==> src/rtl/aes_package.sv <==
// Shared AES datapath types and constants used by the block packer and its neighbours.
package aes_package;

  localparam int unsigned AES_BLOCK_WIDTH = 128;
  localparam int unsigned AES_WORD_WIDTH  = 32;

  typedef logic [AES_BLOCK_WIDTH-1:0] aes_block_t;

  typedef enum logic {
    FILL  = 1'b0,
    FLUSH = 1'b1
  } pack_state_t;

  // Status exported to the controller.
  typedef struct packed {
    logic        busy;
    logic [15:0] blk_count;
  } packer_flags_t;

endpackage

==> src/rtl/aes_block_packer.sv <==
// Packs DATA_WIDTH-bit stream words into BLOCK_WIDTH-bit AES blocks, zero-padding a short
// final block. One assembly register plus one output register.
// Optional macro AES_PACK_BYTESWAP_EN: byte-reverse each input word before storage.
module aes_block_packer
  import aes_package::*;
#(
  parameter int unsigned DATA_WIDTH  = AES_WORD_WIDTH,
  parameter int unsigned BLOCK_WIDTH = AES_BLOCK_WIDTH,
  parameter int unsigned CNT_WIDTH   = 16
) (
  input  logic                   clk_i,
  input  logic                   rst_i,
  input  logic                   clear_i,
  input  logic [DATA_WIDTH-1:0]  in_data_i,
  input  logic                   in_last_i,
  input  logic                   in_valid_i,
  output logic                   in_ready_o,
  output logic [BLOCK_WIDTH-1:0] blk_data_o,
  output logic                   blk_last_o,
  output logic                   blk_pad_o,
  output logic                   blk_valid_o,
  input  logic                   blk_ready_i,
  output logic [CNT_WIDTH-1:0]   blk_count_o,
  output logic                   busy_o
);

  localparam int unsigned WORDS = BLOCK_WIDTH / DATA_WIDTH;
  localparam int unsigned IDX_W = (WORDS > 1) ? $clog2(WORDS) : 1;
  localparam logic [IDX_W-1:0] LAST_IDX = IDX_W'(WORDS - 1);

  pack_state_t            r_state, w_state_next;
  logic [IDX_W-1:0]       r_idx, w_idx_next;
  logic [BLOCK_WIDTH-1:0] r_asm, w_asm_next, w_asm_ins;
  logic [BLOCK_WIDTH-1:0] r_blk_data, w_blk_data_next;
  logic                   r_blk_valid, w_blk_valid_next;
  logic                   r_blk_last, w_blk_last_next;
  logic                   r_blk_pad, w_blk_pad_next;
  logic [CNT_WIDTH-1:0]   r_count, w_count_next;

  logic [DATA_WIDTH-1:0]  w_word;
  logic                   w_slot_free;
  logic                   w_in_fire;
  logic                   w_out_fire;

`ifdef AES_PACK_BYTESWAP_EN
  // Byte 0 of the input lands in the most significant byte of the word slot.
  for (genvar b = 0; b < DATA_WIDTH / 8; b++) begin : g_byteswap
    assign w_word[b*8 +: 8] = in_data_i[DATA_WIDTH-8-b*8 +: 8];
  end
`else
  assign w_word = in_data_i;
`endif

  assign w_slot_free = !r_blk_valid || blk_ready_i;
  assign in_ready_o  = !rst_i && !clear_i && (r_state == FILL) &&
                       ((r_idx != LAST_IDX) || w_slot_free);
  assign w_in_fire   = in_valid_i && in_ready_o;
  // Clear wins over the output handshake, so a discarded block is never counted.
  assign w_out_fire  = r_blk_valid && blk_ready_i && !clear_i;

  // Assembly contents with the incoming word placed in the current slot.
  always_comb begin
    w_asm_ins = r_asm;
    for (int unsigned k = 0; k < WORDS; k++) begin
      if (r_idx == IDX_W'(k)) begin
        w_asm_ins[k*DATA_WIDTH +: DATA_WIDTH] = w_word;
      end
    end
  end

  // Next-state for FSM, assembly register, output register and counter.
  always_comb begin
    w_state_next     = r_state;
    w_idx_next       = r_idx;
    w_asm_next       = r_asm;
    w_blk_data_next  = r_blk_data;
    w_blk_last_next  = r_blk_last;
    w_blk_pad_next   = r_blk_pad;
    w_blk_valid_next = r_blk_valid && !w_out_fire;
    w_count_next     = r_count + CNT_WIDTH'(w_out_fire);

    unique case (r_state)
      FILL: begin
        if (w_in_fire) begin
          if (r_idx == LAST_IDX) begin
            w_blk_data_next  = w_asm_ins;
            w_blk_last_next  = in_last_i;
            w_blk_pad_next   = 1'b0;
            w_blk_valid_next = 1'b1;
            w_idx_next       = '0;
            w_asm_next       = '0;
          end else if (!in_last_i) begin
            w_asm_next = w_asm_ins;
            w_idx_next = r_idx + IDX_W'(1);
          end else if (w_slot_free) begin
            // Upper slots are already zero: assembly is cleared after every block.
            w_blk_data_next  = w_asm_ins;
            w_blk_last_next  = 1'b1;
            w_blk_pad_next   = 1'b1;
            w_blk_valid_next = 1'b1;
            w_idx_next       = '0;
            w_asm_next       = '0;
          end else begin
            w_asm_next   = w_asm_ins;
            w_state_next = FLUSH;
          end
        end
      end
      FLUSH: begin
        if (w_slot_free) begin
          w_blk_data_next  = r_asm;
          w_blk_last_next  = 1'b1;
          w_blk_pad_next   = 1'b1;
          w_blk_valid_next = 1'b1;
          w_idx_next       = '0;
          w_asm_next       = '0;
          w_state_next     = FILL;
        end
      end
      default: w_state_next = FILL;
    endcase
  end

  // State registers with synchronous reset / soft clear.
  always_ff @(posedge clk_i) begin
    if (rst_i || clear_i) begin
      r_state     <= FILL;
      r_idx       <= '0;
      r_asm       <= '0;
      r_blk_data  <= '0;
      r_blk_last  <= 1'b0;
      r_blk_pad   <= 1'b0;
      r_blk_valid <= 1'b0;
      r_count     <= '0;
    end else begin
      r_state     <= w_state_next;
      r_idx       <= w_idx_next;
      r_asm       <= w_asm_next;
      r_blk_data  <= w_blk_data_next;
      r_blk_last  <= w_blk_last_next;
      r_blk_pad   <= w_blk_pad_next;
      r_blk_valid <= w_blk_valid_next;
      r_count     <= w_count_next;
    end
  end

  assign blk_data_o  = r_blk_data;
  assign blk_last_o  = r_blk_last;
  assign blk_pad_o   = r_blk_pad;
  assign blk_valid_o = r_blk_valid;
  assign blk_count_o = r_count;
  assign busy_o      = (r_idx != '0) || (r_state == FLUSH) || r_blk_valid;

endmodule

==> config.mk <==
export PLATFORM = sky130hd
export DESIGN_NAME = aes_block_packer
export DESIGN_NICKNAME = d
export VERILOG_FILES = /design/src/rtl/aes_package.sv /design/src/rtl/aes_block_packer.sv
export SDC_FILE = /design/constraint.sdc
export NUM_CORES = 1
export LEC_CHECK = 0
export ABC_AREA = 1
export BUFFER_PORTS_ARGS = -buffer_cell sky130_fd_sc_hd__clkbuf_2
export CORE_AREA = 4 4 197 161
export CTS_CLUSTER_DIAMETER = 30
export DETAILED_ROUTE_END_ITERATION = 6
export DIE_AREA = 0 0 201 165
export PLACE_DENSITY = 0.72
export SETUP_SLACK_MARGIN = 0.02
export SLEW_MARGIN = 20
export SYNTH_ARGS = -nofsm -noshare
export SYNTH_HDL_FRONTEND = slang
export SYNTH_SLANG_ARGS = --single-unit
==> constraint.sdc <==
create_clock -name clk_i -period 5.1 [get_ports clk_i]
set_clock_uncertainty 0.2 [all_clocks]
set_input_delay 1.02 -clock clk_i [delete_from_list [all_inputs] [get_ports clk_i]]
set_output_delay 1.02 -clock clk_i [all_outputs]
set_load 0.01 [all_outputs]
# Yosys cells after proc, flatten, opt, wreduce, memory -nomap -nowiden
# Cells that the tools add are included.
dict set report classes {
  n_addsub 2
  eq_ne 8
  muxes 41
  bitwise 1
  reduce_logical 21
}
# cell n
set ops {}
lappend ops {{$mux 128} 10}
lappend ops {{$pmux 128 s2} 2}
lappend ops {{$mux 32} 4}
lappend ops {{$add 16x1->16} 1}
lappend ops {{$mux 1} 16}
lappend ops {{$mux 2} 4}
lappend ops {{$pmux 1 s2} 4}
lappend ops {{$logic_and 1x1->1} 7}
lappend ops {{$ne 3x2->1 const B} 2}
lappend ops {{$logic_or 1x1->1} 5}
lappend ops {{$eq 2x2->1 const B} 2}
lappend ops {{$logic_not 1->1} 4}
lappend ops {{$ne 2x2->1 const B} 2}
lappend ops {{$pmux 2 s2} 1}
lappend ops {{$reduce_and 2->1} 2}
lappend ops {{$reduce_and 4->1} 1}
lappend ops {{$add 2x1->2 const B} 1}
lappend ops {{$eq 2x1->1 const B} 1}
lappend ops {{$logic_not 2->1} 1}
lappend ops {{$ne 2x1->1 const B} 1}
lappend ops {{$reduce_bool 2->1} 1}
lappend ops {{$not 1->1} 1}
dict set report word_totals {
  regBits 278
  inputBits 38
  out_inout_bits 149
  wordCells 81
}

# Depth between registers and ports, before layout
dict set report logic_depth {
  ltp_word 9
  depth_mapped 12
}

# Least setup slack after synthesis
# OpenSTA, ideal clock, no wires.
dict set report synth_path {
  kind {in2out}
  start {in blk_ready_i}
  end {out in_ready_o}
  arrival_ps 1480
  path_slack_ps 2400
  cell_stages 4
  path_buffers 0
  cell_sequence {inv_1 > nand3_1 > nand2_1 > nor2_1}
}
dict set report synth_between {
  elab_chain_len 3
}
# item line
set synth_lines {}
lappend synth_lines {{start, declared} aes_block_packer.sv:22} ;# input logic blk_ready_i,
lappend synth_lines {{$logic_or 1x1->1} aes_block_packer.sv:54} ;# assign w_slot_free = !r_blk_valid || blk_ready_i;
lappend synth_lines {{$logic_or 1x1->1} aes_block_packer.sv:56} ;# ((r_idx != LAST_IDX) || w_slot_free);
lappend synth_lines {{$logic_and 1x1->1} aes_block_packer.sv:55} ;# assign in_ready_o = !rst_i && !clear_i && (r_state == FILL) &&
lappend synth_lines {{end, declared} aes_block_packer.sv:17} ;# output logic in_ready_o,
# Every way passes these cells.

# Worst setup path after layout
dict set report layout_path {
  start {reg r_state}
  end {reg r_blk_data[122] (netlist: blk_data_o[122])}
}
dict set report layout_between {
  elab_chain_len 6
}
# item line
set layout_lines {}
lappend layout_lines {{start, declared} aes_block_packer.sv:31} ;# pack_state_t r_state, w_state_next;
lappend layout_lines {{start signal, assigned} aes_block_packer.sv:136} ;# r_state <= w_state_next;
lappend layout_lines {{$not 1->1} n/a}
lappend layout_lines {{$logic_and 1x1->1 (2 in series)} aes_block_packer.sv:55}
lappend layout_lines {{$logic_and 1x1->1} aes_block_packer.sv:57} ;# assign w_in_fire = in_valid_i && in_ready_o;
lappend layout_lines {{$ne 2x2->1 (no line)} n/a}
lappend layout_lines {{$reduce_and 4->1 (no line)} n/a}
lappend layout_lines {{end signal, assigned} aes_block_packer.sv:139} ;# r_blk_data <= w_blk_data_next;
lappend layout_lines {{end, declared} aes_block_packer.sv:34} ;# logic [BLOCK_WIDTH-1:0] r_blk_data, w_blk_data_next;
# Parallel ways exist; a longest one is shown, timed or not.
# A chain may end at the register's enable or synchronous reset.

==> run metrics <==
hpwl dp=28400 µm; Final Max Slew Viols=0; ys async rst share=0%; Starting DRT DRC Count=2038; gr usage total=28.0%; first-pass GRT wire length=76900 µm; Slowest cell on crit path=buf_4; drt first pass iters=5; TritonCTS Buffers=58; Top delay family on crit path=buffers and inverters; area leader, netlist=dfxtp_1; Hold Buf Count CTS=0; crit path cell chain=clkinv_2 -> nand2_4 -> buf_4 -> nand3_1 -> nand2_1 -> nor2_1; Final Hold Vio Count=0; CTS tree=built; Die ar.=33200 µm²; critical path data required time=5.35 ns; Synth Cell Area=15200 µm²; layout overhead on the synthesized area=18.8%; Ys Warns=0; DR vias/cell=5.32; clock root buffer=clkbuf_16; endpoints failing setup=0; clk buf depth=3; Leak=7.76 nW; clock sinks=278; maxcap violations=0; reg-to-reg startpoint=r_state; Worst-path clk slew=0.05 ns; Worst Max-Slew Pin Slew=1.11 ns; WL/cell=15.9 µm; top_reg_cell synth=dfxtp_1; initial antenna violation count=0; Final Cycle Share=78.0%; layout cells sized above 1=11.9%; CP endpoint kind=flip-flop; Max Freq=252 MHz; die width=201 µm; vias in the first global route=14900; sequential area share after synthesis=36.5%; placed cells=2967; setup TNS=0 ns; Final ANT Viol Nets=0; crit start category=flip-flop; # DRC=0; Final Non-Filler Cells=3076; post-synth cell types=20; PortBufs=186; Critical Path Fanout Max=102; post-CTS setup buffer count=0; Worst Hold Class=flip-flop to flip-flop; largest net degree at the start of global routing=150; crit path from=r_state; RSZ-0062 raised after global routing=false; FF+latch count, synth=278; critical setup path kind=flip-flop to flip-flop; grt ovf=0; Fin Hold WS=0.263 ns; Post-synth top cells=nand2_1 (798), nand3_1 (396), inv_1 (319), dfxtp_1 (278), nor2_1 (274); Post-synth EDFFs=0; GP Congestion=0.858; syn_area_per_cell=5.92 µm²; post-CTS resize count=0; row count=57; Ports=187; Initial Util=51.0%; Rel. slew slack=25.6%; Vias=16400; status=finished clean; final WL=49000 µm; Mapped Nets=2619; # H-tree levels=2; Tmin final=3.98 ns; worst vdd ir=0.000265 V; Critical path buffers and inverters=2; DIE HEIGHT=165 µm; Clock Latency Late Sink=0.57 ns; Synth area leaders=dfxtp_1 (37%), nand2_1 (20%), nand3_1 (13%); Mapped Cells=2575; share of Yosys cell area claimed by the top area cell type=36.5%; nets=2688; most frequent cell after synthesis=nand2_1; CP peak stage delay=0.84 ns; Hold Path Origin=blk_pad_o; PwrDens=361 nW/µm²; CP arrival=4.23 ns; Placeable Area=29900 µm²
[routing by layer]
layer	vias to the layer above	GRT usage, %	share of wire, %
met5	-	0	0
met4	0	11.5	3.1
met3	109	7.17	9.1
met2	679	45.1	46
met1	7414	36.0	42
li1	8158	-	-
[worst reg2reg max path, delay by kind of cell (launching register included)]
kind	cells	cell delay (ns)
buffers and inverters	2	1.72
DFF	1	0.71
and+or+nand+nor	4	1.25
[where the power goes]
part	switching (W)	internal, W	leakage [nW]
sequential	0.0000102	0.00219	2.24
clock	0.00129	0.00265	0.997
combinational	0.000303	0.0000996	4.52
total	0.00160	0.00495	7.76
[logic make-up after synthesis]
logic type	share of synthesized area, %
AOI/OAI and AO/OA	9.40
adders and majority gates	0.492
buffers and inverters	13.4
DFF	36.5
xor gates and xnor gates	0.0575
and+or+nand+nor	40.2
[cell usage in the layout, fill, tap and decap left out, types with 3 or more instances in the layout]
cell        count
inv_6           5
a21oi_1       273
clkbuf_1        4
clkinv_2       14
clkinv_4        6
clkbuf_16      59
clkinvlp_4      7
nor2_1        274
inv_1         317
dfxtp_1       277
nor3_1          7
nand2_4         3
buf_12          3
buf_4          19
nand2_1       795
nand3_1       396
bufinv_16       9
clkbuf_2      186
clkbuf_8        6
ha_1            6
o21ai_0        12
nand4_1         6
[metrics by stage]
step	utilization [%]	power [W]	worst slack [ns]	cell area (µm²)
finish	60.6	0.00655	1.12	18100
global route	60.6	0.00673	0.879	18100
CTS	60.6	0.00658	1.21	18100
detailed placement	53.8	0.00264	1.25	16100
global placement	53.8	0.00264	1.30	16100
floorplan	-	0.00251	2.40	15200
[flip-flops by register name, indices dropped and copies added, names as in the netlist]
register / cells
r_state: 1
blk_data_o: 128
blk_last_o: 1
blk_valid_o: 1
blk_count_o: 16
blk_pad_o: 1
r_idx: 2
r_asm: 128
[final timing paths]
kind	cells after the start	end	slack, ns
worst max-delay path	6	blk_data_o[122]	1.12
worst min-delay path	2	blk_pad_o	0.26
worst max register to register	6	blk_data_o[122]	1.12
worst min register to register	2	blk_pad_o	0.26
[cell type report]
type	instances	area, µm²
Fill cell	2834	11800
Tap cell	383	479
Clock buffer	69	1570
Multi-Input combinational cell	1778	7680
Sequential cell	278	5570
Inverter	320	1200
Timing Repair Buffer	208	1130
Clock inverter	39	479
Antenna cell	1	2.50
Power figures use the tool's default switching activity.
